File: config.mk
export PLATFORM = sky130hd
export DESIGN_NAME = regfile_dumper
export DESIGN_NICKNAME = d
export VERILOG_FILES = /design/src/rtl/regfile_dumper.sv
export SDC_FILE = /design/constraint.sdc
export NUM_CORES = 1
export LEC_CHECK = 0
export ABC_AREA = 0
export CAP_MARGIN = 20
export CORE_MARGIN = 3
export CORE_UTILIZATION = 49
export CTS_BUF_LIST = sky130_fd_sc_hd__clkbuf_16
export DETAILED_ROUTE_END_ITERATION = 16
export PLACE_DENSITY_LB_ADDON = 0.15
export REMOVE_ABC_BUFFERS = 1
export SKIP_LAST_GASP = 1
export SYNTH_ARGS = -nofsm -noshare
export SYNTH_HDL_FRONTEND = slang
export SYNTH_SLANG_ARGS = --single-unit
File: constraint.sdc
create_clock -name clk -period 2.5 [get_ports clk]
set_input_delay 0.25 -clock clk [delete_from_list [all_inputs] [get_ports clk]]
set_output_delay 0.25 -clock clk [all_outputs]
set_load 0.005 [all_outputs]
File: src/rtl/regfile_dumper.sv
// regfile_dumper
//   Debug-side reader for the register file. A start pulse in IDLE walks every
//   register address, samples the regfile's combinational read port and streams
//   each word least-significant byte first over an 8-bit valid/ready interface
//   toward the debug UART TX FIFO.
//
// Ports
//   clk         clock, rising edge
//   i_rst_n     asynchronous active-low reset
//   i_start     start request, only honoured in IDLE
//   o_busy      high in every state except IDLE
//   o_done      one-cycle pulse after the last byte is accepted
//   o_rf_addr   registered regfile read address
//   i_rf_data   regfile read data (combinational from o_rf_addr)
//   o_tx_data   byte to transmitter
//   o_tx_valid  byte valid
//   i_tx_ready  transmitter accepts on valid && ready at posedge
module regfile_dumper #(
    parameter int ADDR_WIDTH = 5,
    parameter int DATA_WIDTH = 32
) (
    input  logic                  clk,
    input  logic                  i_rst_n,
    input  logic                  i_start,
    output logic                  o_busy,
    output logic                  o_done,
    output logic [ADDR_WIDTH-1:0] o_rf_addr,
    input  logic [DATA_WIDTH-1:0] i_rf_data,
    output logic [7:0]            o_tx_data,
    output logic                  o_tx_valid,
    input  logic                  i_tx_ready
);

    localparam int BYTES = DATA_WIDTH / 8;
    localparam int BCW   = (BYTES > 1) ? $clog2(BYTES) : 1;

    localparam logic [ADDR_WIDTH-1:0] LAST_ADDR = '1;
    localparam logic [BCW-1:0]        LAST_BYTE = BCW'(BYTES - 1);

    typedef enum logic [1:0] {IDLE, LOAD, SEND, DONE} state_t;

    state_t                state;
    logic [DATA_WIDTH-1:0] shift;
    logic [BCW-1:0]        byte_cnt;

    // The outgoing byte is always the bottom of the shift register. After the
    // last byte of a word is sent the register has shifted out to zero, so
    // the byte output reads 0 whenever the streamer is idle.
    assign o_tx_data = shift[7:0];

    always_ff @(posedge clk or negedge i_rst_n) begin
        if (!i_rst_n) begin
            state      <= IDLE;
            shift      <= '0;
            byte_cnt   <= '0;
            o_rf_addr  <= '0;
            o_tx_valid <= 1'b0;
            o_busy     <= 1'b0;
            o_done     <= 1'b0;
        end else begin
            case (state)
                IDLE: begin
                    o_done <= 1'b0;
                    if (i_start) begin
                        o_rf_addr <= '0;
                        o_busy    <= 1'b1;
                        state     <= LOAD;
                    end
                end
                LOAD: begin
                    // Word is frozen here; later regfile writes do not affect it.
                    shift      <= i_rf_data;
                    byte_cnt   <= '0;
                    o_tx_valid <= 1'b1;
                    state      <= SEND;
                end
                SEND: begin
                    if (o_tx_valid && i_tx_ready) begin
                        shift    <= shift >> 8;
                        byte_cnt <= byte_cnt + 1'b1;
                        if (byte_cnt == LAST_BYTE) begin
                            o_tx_valid <= 1'b0;
                            if (o_rf_addr == LAST_ADDR) begin
                                o_done <= 1'b1;
                                state  <= DONE;
                            end else begin
                                o_rf_addr <= o_rf_addr + 1'b1;
                                state     <= LOAD;
                            end
                        end
                    end
                end
                DONE: begin
                    o_done <= 1'b0;
                    o_busy <= 1'b0;
                    state  <= IDLE;
                end
                default: state <= IDLE;
            endcase
        end
    end

endmodule

==> run_summary.xml, run 1 <==
<?xml version="1.0" encoding="UTF-8"?>
<metrics>
  <group name="logic_synthesis">
    <metric name="post-synth-top-area-fraction" unit="">0.5011</metric>
    <metric name="ys.warnings.count" unit="">0</metric>
    <metric name="synth_cells" unit="">204</metric>
    <metric name="synth_simple_gate_area_share" unit="">0.08827</metric>
    <metric name="synth.most_common_cell" unit="">sky130_fd_sc_hd__dfrtp_1</metric>
    <metric name="synthesis.area_per_instance" unit="um2">10.77</metric>
    <metric name="synth_ff_type" unit="">sky130_fd_sc_hd__dfrtp_1</metric>
    <metric name="synth_edf_count" unit="">0</metric>
    <metric name="synth_top_family_by_area" unit="">compound AO/OA/AOI/OAI gates</metric>
    <metric name="post_synth_instance_area" unit="mm2">0.002197</metric>
    <metric name="multiplexer_area_fraction_after_synthesis" unit="">0.1401</metric>
    <metric name="synth_top_cell_by_area" unit="">sky130_fd_sc_hd__dfrtp_1</metric>
    <metric name="synth-compound-area-share" unit="">0.1481</metric>
    <metric name="synth_top_cells_by_count" unit="">sky130_fd_sc_hd__dfrtp_1 (44), sky130_fd_sc_hd__nand2_1 (31), sky130_fd_sc_hd__mux2i_1 (27)</metric>
    <metric name="leading_post_synthesis_cells_by_cell_area" unit="">sky130_fd_sc_hd__dfrtp_1 (50%), sky130_fd_sc_hd__mux2i_1 (12%), sky130_fd_sc_hd__nand2_1 (5.3%), sky130_fd_sc_hd__ha_1 (5.1%), sky130_fd_sc_hd__buf_4 (4.4%)</metric>
    <metric name="ys_async_sr_fraction" unit="">1.000</metric>
    <metric name="synth_adder_area_share" unit="">0.05125</metric>
    <metric name="fraction_of_synthesized_cell_area_in_xor_and_xnor_cells" unit="">0.003986</metric>
    <metric name="yosys.cell_types.count" unit="">27</metric>
    <metric name="synth_seq_cells" unit="">44</metric>
    <metric name="synth_seq_area_share" unit="">0.5011</metric>
  </group>
  <group name="routing">
    <metric name="ant_nets" unit="">0</metric>
    <metric name="detailroute.via_count" unit="">1555</metric>
    <metric name="drc_errors" unit="">0</metric>
    <metric name="route.detailed.vias_per_inst" unit="">5.218</metric>
    <metric name="postRouteWirelength" unit="um">3972</metric>
    <metric name="detail_route.iter0.violations" unit="">63</metric>
    <metric name="drt_first_pass_iters" unit="">5</metric>
    <metric name="wl_per_cell" unit="um">13.33</metric>
  </group>
  <group name="cells_and_area">
    <metric name="layoutNonFillerInstCount" unit="">298</metric>
    <metric name="proportion_of_layout_cells_with_a_drive_suffix_above_1" unit="">0.08065</metric>
    <metric name="num-fill-cells" unit="">335</metric>
    <metric name="synthToLayoutAreaGrowth" unit="%">29.33</metric>
    <metric name="number_of_diodes" unit="">0</metric>
    <metric name="num-nets-final" unit="">293</metric>
  </group>
  <group name="power">
    <metric name="vdd_ir_drop_max" unit="mV">0.7862</metric>
    <metric name="power.clock.fraction" unit="">0.176</metric>
    <metric name="logic_pwr_share" unit="">0.466</metric>
    <metric name="power.static_leakage" unit="nW">1.270</metric>
    <metric name="switching_share" unit="">0.3511</metric>
    <metric name="cell_internal_power_dissipation" unit="mW">2.200</metric>
    <metric name="switching_power" unit="mW">1.190</metric>
    <metric name="p_seq_frac" unit="">0.358</metric>
    <metric name="power_density" unit="mW/mm2">1193</metric>
  </group>
  <group name="setup_path">
    <metric name="top_cell_by_count_worst_path" unit="">sky130_fd_sc_hd__ha_1</metric>
    <metric name="timing_worst_setup_path_type" unit="">reg -&gt; reg</metric>
    <metric name="worstPathCellList" unit="">ha_1 &gt; and3_1 &gt; ha_1 &gt; nor2b_1 &gt; inv_1 &gt; a21boi_4 &gt; mux2_4</metric>
    <metric name="critical_path_cell_count" unit="">7</metric>
    <metric name="r2r.worst_path.cells" unit="">7</metric>
    <metric name="timing.critical_path.required" unit="ns">2.66</metric>
    <metric name="rr_endpoint" unit="">o_rf_addr[0]</metric>
    <metric name="cpPeakStageDelay" unit="ns">0.43</metric>
    <metric name="worstSetupEndpointType" unit="">flip-flop</metric>
    <metric name="worstPathArrival" unit="ns">2.31</metric>
    <metric name="crit_buf_inv" unit="">1</metric>
    <metric name="critical_path.max_fanout" unit="">6</metric>
    <metric name="rr_startpoint" unit="">o_rf_addr[0]</metric>
    <metric name="cpLargestDelayFamily" unit="">simple AND/OR/NAND/NOR gates</metric>
    <metric name="worst_setup_path_start_kind" unit="">flip-flop</metric>
    <metric name="critical_path.slowest_cell" unit="">sky130_fd_sc_hd__dfrtp_1</metric>
    <metric name="r2r_setup_slack" unit="ns">0.36</metric>
  </group>
  <group name="placement">
    <metric name="portBuffers" unit="">51</metric>
    <metric name="routabilityCongestion" unit="">0.7106</metric>
    <metric name="place_hpwl" unit="um">2844</metric>
    <metric name="placed_cells_incl_taps" unit="">291</metric>
  </group>
  <group name="clock_tree">
    <metric name="cts_setup_buffers" unit="">0</metric>
    <metric name="cts-root-to-sink-buffers" unit="">2</metric>
    <metric name="cts_clock_pin_slew_for_the_worst_setup_and_hold_paths" unit="ns">0.06</metric>
    <metric name="htreeDepth" unit="">2</metric>
    <metric name="cts_tree" unit="">built</metric>
    <metric name="clkLatencyLatePin" unit="ns">0.28</metric>
    <metric name="clock_sinks" unit="">44</metric>
    <metric name="post_cts.resized_instances" unit="">0</metric>
    <metric name="cts_root_buf" unit="">sky130_fd_sc_hd__clkbuf_16</metric>
    <metric name="cts_bufs_inserted" unit="">5</metric>
    <metric name="postCtsHoldBufs" unit="">0</metric>
  </group>
  <group name="die">
    <metric name="boundaryPins" unit="">52</metric>
    <metric name="floorplan.die_area" unit="mm2">0.005323</metric>
    <metric name="die_width" unit="um">72.96</metric>
    <metric name="die_h" unit="um">72.96</metric>
    <metric name="design.core.area" unit="mm2">0.004173</metric>
    <metric name="starting_utilization_of_the_core_area" unit="">0.5265</metric>
    <metric name="floorplan.rows" unit="">23</metric>
  </group>
  <group name="timing">
    <metric name="max_slew_margin" unit="">0.3669</metric>
    <metric name="grt_setup_unrepaired" unit="">no</metric>
    <metric name="fmax" unit="GHz">0.4663</metric>
    <metric name="worst_pin_slew" unit="ns">0.9497</metric>
    <metric name="final_max_slew_viols" unit="">0</metric>
    <metric name="period_minus_slack" unit="ns">2.145</metric>
    <metric name="finalCritPeriodShare" unit="">0.8578</metric>
    <metric name="hold_slack" unit="ns">0.1202</metric>
    <metric name="timing_hold_violations_final" unit="">0</metric>
    <metric name="setup_violations_final" unit="">0</metric>
    <metric name="skew" unit="ns">0.002026</metric>
  </group>
  <group name="grt">
    <metric name="globalRouteTotalUtil" unit="">0.1661</metric>
    <metric name="pin_count_of_the_biggest_net_entering_global_routing" unit="">45</metric>
    <metric name="first_pass_grt_wire_length" unit="um">6955</metric>
    <metric name="antenna_found_initial" unit="">0</metric>
    <metric name="grt_overflow_total" unit="">0</metric>
    <metric name="first_global_vias" unit="">1509</metric>
  </group>
  <group name="outcome">
    <metric name="outcome" unit="">finished, final reports clean</metric>
  </group>
  <group name="worst_hold_path">
    <metric name="worstHoldPathType" unit="">in -&gt; async</metric>
  </group>
  <group name="run">
    <metric name="cap_violations" unit="">0</metric>
  </group>
</metrics>
[area by class of cell]
class	count	area, um2	area share
well taps	50	62.56	0.02202
clock buffers	5	125.1	0.04403
flip-flops and latches	44	1101	0.3875
clock inverters	2	8.758	0.003082
multi-input cells	135	965.9	0.3399
repair buffers	56	555.5	0.1955
inverters	6	22.52	0.007926
[worst reg2reg max path, cell delays in order (launching register included)]
cell and delay (ns):
sky130_fd_sc_hd__dfrtp_1 0.43, sky130_fd_sc_hd__ha_1 0.24, sky130_fd_sc_hd__and3_1 0.20, sky130_fd_sc_hd__ha_1 0.22, sky130_fd_sc_hd__nor2b_1 0.29, sky130_fd_sc_hd__inv_1 0.12
sky130_fd_sc_hd__a21boi_4 0.22, sky130_fd_sc_hd__mux2_4 0.32
[worst max-delay path by stage]
stage	endpoint	from
after global routing	shift[27]	state[1]
after CTS	o_rf_addr[0]	o_rf_addr[0]
after detailed placement	o_rf_addr[0]	o_rf_addr[0]
after global placement	o_rf_addr[0]	o_rf_addr[0]
after floorplan	shift[10]	state[0]
final	o_rf_addr[0]	o_rf_addr[0]
[layer usage]
layer / global-route usage / up-vias / share of wire
met5: 0 / - / 0
met1: 0.2362 / 726 / 0.48
met3: 0.03168 / 7 / 0.049
met4: 0.05533 / 0 / 0.014
met2: 0.2555 / 35 / 0.45
li1: - / 787 / -
[placed cells by master, fill, tap and decap left out]
cell                               n
sky130_fd_sc_hd__a31oi_4           1
sky130_fd_sc_hd__o21ai_0          13
sky130_fd_sc_hd__mux2i_1          27
sky130_fd_sc_hd__and2b_1           1
sky130_fd_sc_hd__a21oi_1           6
sky130_fd_sc_hd__dfrtp_1          44
sky130_fd_sc_hd__clkdlybuf4s50_1  50
sky130_fd_sc_hd__buf_12            1
sky130_fd_sc_hd__clkbuf_16         5
sky130_fd_sc_hd__nand3_1           2
sky130_fd_sc_hd__clkinv_2          1
sky130_fd_sc_hd__ha_2              1
sky130_fd_sc_hd__nor2b_1           4
sky130_fd_sc_hd__inv_1             7
sky130_fd_sc_hd__nand2_1          31
sky130_fd_sc_hd__mux2_4            1
sky130_fd_sc_hd__xnor2_1           1
sky130_fd_sc_hd__nor2_1            1
sky130_fd_sc_hd__a21boi_4          1
sky130_fd_sc_hd__buf_4             4
sky130_fd_sc_hd__o21ai_1          16
sky130_fd_sc_hd__a21boi_0          1
sky130_fd_sc_hd__a22o_1            9
sky130_fd_sc_hd__a31oi_1           3
sky130_fd_sc_hd__and3_1            2
sky130_fd_sc_hd__a211oi_4          1
sky130_fd_sc_hd__ha_1              8
sky130_fd_sc_hd__mux2_2            2
sky130_fd_sc_hd__nand2b_1          2
sky130_fd_sc_hd__buf_2             1
sky130_fd_sc_hd__nand2_2           1
[cell families (layout without fill, tap and decap cells)]
family | count (synthesis) | in the layout
simple gates | 44 | 44
mux | 30 | 30
flops | 44 | 44
compound gates | 51 | 51
buf+inv | 25 | 69
fa+ha+maj | 9 | 9
xor+xnor | 1 | 1
[through the flow]
step | utilization | TNS (ns) | power, mW | cell area, um2 | setup WS, ns
6_report | 0.6810 | 0 | 3.390 | 2841 | 0.3554
5_1_grt | 0.6810 | 0 | 3.699 | 2841 | 0.1930
4_1_cts | 0.6810 | 0 | 3.444 | 2841 | 0.3537
3_5_place_dp | 0.6489 | 0 | 2.827 | 2708 | 0.3690
3_3_place_gp | 0.6489 | 0 | 2.790 | 2708 | 0.3919
2_1_floorplan | - | -65.05 | 2.251 | 2072 | -2.121
[sequential cells by signal (all words and copies together) (netlist names)]
signal,cells
o_busy,1
byte_cnt,2
o_done,1
shift,32
o_rf_addr,5
state,2
o_tx_valid,1
[power by group through the flow]
stage	registers (mW)	clock network, mW	logic [mW]
after floorplan	1.20	0	1.06
after global placement	1.22	0	1.57
after detailed placement	1.23	0	1.60
after CTS	1.21	0.625	1.60
after global routing	1.25	0.645	1.80
final	1.21	0.598	1.58
No activity file was read; power rests on OpenSTA's default activity.
==> inputs of run 2 (changes only) <==
--- a/config.mk
+++ b/config.mk
@@ -7,7 +7,7 @@
 export LEC_CHECK = 0
 export ABC_AREA = 0
 export CAP_MARGIN = 20
-export CORE_MARGIN = 3
+export CORE_MARGIN = 10
 export CORE_UTILIZATION = 49
 export CTS_BUF_LIST = sky130_fd_sc_hd__clkbuf_16
 export DETAILED_ROUTE_END_ITERATION = 16
==> run 2 against run 1 <==
Compared with the run above: first-iteration DRC count up 11%; wire length up 15%; global-route usage down 4.0 points; total power up 4.5%; clock power up 25%; die area up 42%; critical path depth unchanged; worst setup slack better by 0.012 ns; sequential power about the same; flip-flop and latch count unchanged; critical path type unchanged.
==> run_summary.xml, run 2 (synthesis gave the netlist of run 1 again) <==
<?xml version="1.0" encoding="UTF-8"?>
<metrics>
  <group name="timing">
    <metric name="hold_slack" unit="ns">0.3880</metric>
    <metric name="skew" unit="ns">0.003683</metric>
    <metric name="finalCritPeriodShare" unit="">0.8529</metric>
    <metric name="worst_pin_slew" unit="ns">0.7918</metric>
    <metric name="grt_setup_unrepaired" unit="">no</metric>
    <metric name="final_max_slew_viols" unit="">0</metric>
    <metric name="post-route-worst-setup-slack" unit="ns">0.3677</metric>
    <metric name="fmax" unit="GHz">0.4690</metric>
    <metric name="timing_hold_violations_final" unit="">0</metric>
    <metric name="setup_violations_final" unit="">0</metric>
    <metric name="period_minus_slack" unit="ns">2.132</metric>
    <metric name="max_slew_margin" unit="">0.4711</metric>
  </group>
  <group name="routing">
    <metric name="detailroute.via_count" unit="">1557</metric>
    <metric name="wl_per_cell" unit="um">15.11</metric>
    <metric name="drc_errors" unit="">0</metric>
    <metric name="route.detailed.vias_per_inst" unit="">5.173</metric>
    <metric name="detail_route.iter0.violations" unit="">70</metric>
    <metric name="ant_nets" unit="">0</metric>
    <metric name="drt_first_pass_iters" unit="">4</metric>
    <metric name="postRouteWirelength" unit="um">4548</metric>
  </group>
  <group name="cells_and_area">
    <metric name="top_register" unit="">shift</metric>
    <metric name="num-nets-final" unit="">293</metric>
    <metric name="layout_common_cells" unit="">sky130_fd_sc_hd__clkdlybuf4s50_1 (50), sky130_fd_sc_hd__dfrtp_1 (44), sky130_fd_sc_hd__nand2_1 (31)</metric>
    <metric name="synthToLayoutAreaGrowth" unit="%">31.26</metric>
    <metric name="reg_top3" unit="">shift (32), o_rf_addr (5)</metric>
    <metric name="number_of_diodes" unit="">0</metric>
    <metric name="proportion_of_layout_cells_with_a_drive_suffix_above_1" unit="">0.08434</metric>
    <metric name="final_design_area_no_fill" unit="mm2">0.002884</metric>
    <metric name="largest_reg_flops" unit="">32</metric>
    <metric name="mostFrequentLayoutCell" unit="">sky130_fd_sc_hd__clkdlybuf4s50_1</metric>
  </group>
  <group name="grt">
    <metric name="antenna_found_initial" unit="">0</metric>
    <metric name="globalRouteTotalUtil" unit="">0.1261</metric>
    <metric name="grtUsageMet2" unit="">0.1872</metric>
    <metric name="global_route.usage.met1" unit="">0.1674</metric>
    <metric name="first_global_vias" unit="">1609</metric>
    <metric name="grt_overflow_total" unit="">0</metric>
    <metric name="global_route.usage.met3" unit="">0.05150</metric>
    <metric name="pin_count_of_the_biggest_net_entering_global_routing" unit="">57</metric>
    <metric name="grt_most_used_layer" unit="">met2</metric>
    <metric name="first_pass_grt_wire_length" unit="um">7797</metric>
  </group>
  <group name="clock_tree">
    <metric name="clkLatencyLatePin" unit="ns">0.28</metric>
    <metric name="cts_root_buf" unit="">sky130_fd_sc_hd__clkbuf_16</metric>
    <metric name="cts_tree" unit="">built</metric>
    <metric name="htreeDepth" unit="">2</metric>
    <metric name="cts_clock_pin_slew_for_the_worst_setup_and_hold_paths" unit="ns">0.06</metric>
    <metric name="clock_sinks" unit="">44</metric>
    <metric name="cts-root-to-sink-buffers" unit="">2</metric>
    <metric name="cts_bufs_inserted" unit="">5</metric>
  </group>
  <group name="die">
    <metric name="floorplan.rows" unit="">24</metric>
    <metric name="design.core.area" unit="mm2">0.004354</metric>
    <metric name="die_h" unit="um">86.96</metric>
    <metric name="die_width" unit="um">86.96</metric>
    <metric name="starting_utilization_of_the_core_area" unit="">0.5046</metric>
    <metric name="boundaryPins" unit="">52</metric>
    <metric name="floorplan.die_area" unit="mm2">0.007562</metric>
  </group>
  <group name="placement">
    <metric name="portBuffers" unit="">51</metric>
    <metric name="place_hpwl" unit="um">3297</metric>
    <metric name="pre_cts_ws" unit="ns">0.4008</metric>
    <metric name="post_dp_cell_area" unit="mm2">0.002703</metric>
    <metric name="routabilityCongestion" unit="">0.7299</metric>
  </group>
  <group name="power">
    <metric name="power_density" unit="mW/mm2">1228</metric>
    <metric name="power.static_leakage" unit="nW">1.279</metric>
    <metric name="vdd_ir_drop_max" unit="mV">1.016</metric>
  </group>
  <group name="setup_path">
    <metric name="worstPathArrival" unit="ns">2.30</metric>
    <metric name="worst_setup_path_start_kind" unit="">flip-flop</metric>
    <metric name="critical_path.max_fanout" unit="">6</metric>
    <metric name="r2r.worst_path.cells" unit="">7</metric>
    <metric name="timing.critical_path.required" unit="ns">2.67</metric>
    <metric name="worstSetupEndpointType" unit="">flip-flop</metric>
    <metric name="timing_worst_setup_path_type" unit="">reg -&gt; reg</metric>
  </group>
  <group name="run">
    <metric name="cap_violations" unit="">0</metric>
  </group>
  <group name="outcome">
    <metric name="outcome" unit="">finished, final reports clean</metric>
  </group>
  <group name="worst_hold_path">
    <metric name="worstHoldPathType" unit="">in -&gt; async</metric>
  </group>
</metrics>
## run 2: changes by cell type in the layout (fill, tap and decap cells not counted), sizes merged
| cell | change |
|---|---|
| clkinv | -1 |
| dlygate4sd3 | +1 |
| buf | -1 |
| clkinvlp | +1 |
| bufinv | +1 |
## run 2: path summary, 6_finish.rpt
check                              from           end  slack (ns)
setup reg to reg           o_rf_addr[0]  o_rf_addr[0]        0.37
hold / removal                  i_rst_n      shift[2]        0.39
hold reg to reg                shift[2]      shift[2]        0.48
max in group asynchronous       i_rst_n   byte_cnt[1]        1.42
setup / recovery           o_rf_addr[0]  o_rf_addr[0]        0.37
min in group clk               shift[2]      shift[2]        0.48
## run 2: report_power, final
group	switching, mW	internal [mW]	leakage, nW
sequential	0.189	1.03	0.557
combinational	0.785	0.793	0.642
clock	0.275	0.474	0.0804
total	1.25	2.29	1.28
## run 2: area by class of cell
cell class | instances | area (um2)
Clock inverter | 3 | 46.29
Fill cell | 345 | 1470
Tap cell | 52 | 65.06
Sequential cell | 44 | 1101
Timing Repair Buffer | 56 | 558.0
Clock buffer | 5 | 125.1
Multi-Input combinational cell | 135 | 965.9
Inverter | 6 | 22.52
## run 2: layer usage
metal  part of all wire  wire length (um)
met5                  0                 0
met4             0.0059                27
met3              0.079               360
met2               0.44              1993
met1               0.48              2167
## run 2: what timing repair did
action                                 in CTS  in global routing
hold buffers                                1                  0
endpoints found under the hold margin      13                  0
buffers inserted                            0                  0
gates resized for setup                     0                  0
## run 2: worst max-delay path: stages, from the launching register on
cell and delay (ns):
sky130_fd_sc_hd__dfrtp_1 0.44, sky130_fd_sc_hd__ha_1 0.25, sky130_fd_sc_hd__and3_1 0.20, sky130_fd_sc_hd__ha_1 0.21
sky130_fd_sc_hd__nor2b_1 0.27, sky130_fd_sc_hd__inv_1 0.12, sky130_fd_sc_hd__a21boi_4 0.20, sky130_fd_sc_hd__mux2_4 0.32
## run 2: metrics by stage
step           power [mW]  setup TNS (ns)    util  instances
2_1_floorplan       2.251          -65.05       -        185
5_1_grt             3.843               0  0.6624        301
4_1_cts             3.589               0  0.6624        301
3_3_place_gp        2.774               0  0.6207        292
6_report            3.542               0  0.6624        301
3_5_place_dp        2.819               0  0.6207        292
==> inputs of run 3 (changes only) <==
--- a/config.mk
+++ b/config.mk
@@ -13,6 +13,7 @@
 export DETAILED_ROUTE_END_ITERATION = 16
 export PLACE_DENSITY_LB_ADDON = 0.15
 export REMOVE_ABC_BUFFERS = 1
+export SKIP_CTS_REPAIR_TIMING = 1
 export SKIP_LAST_GASP = 1
 export SYNTH_ARGS = -nofsm -noshare
 export SYNTH_HDL_FRONTEND = slang
==> results of run 3 <==
Final layout, timing and power as in run 2 (identical DEF).
Among the figures that moved: wire length of the first global-routing pass 7797 um -> 7783 um; via count of the first global-routing pass 1609 -> 1606; overall routing resource usage 0.1261 -> 0.1259; met1 usage 0.1674 -> 0.1669
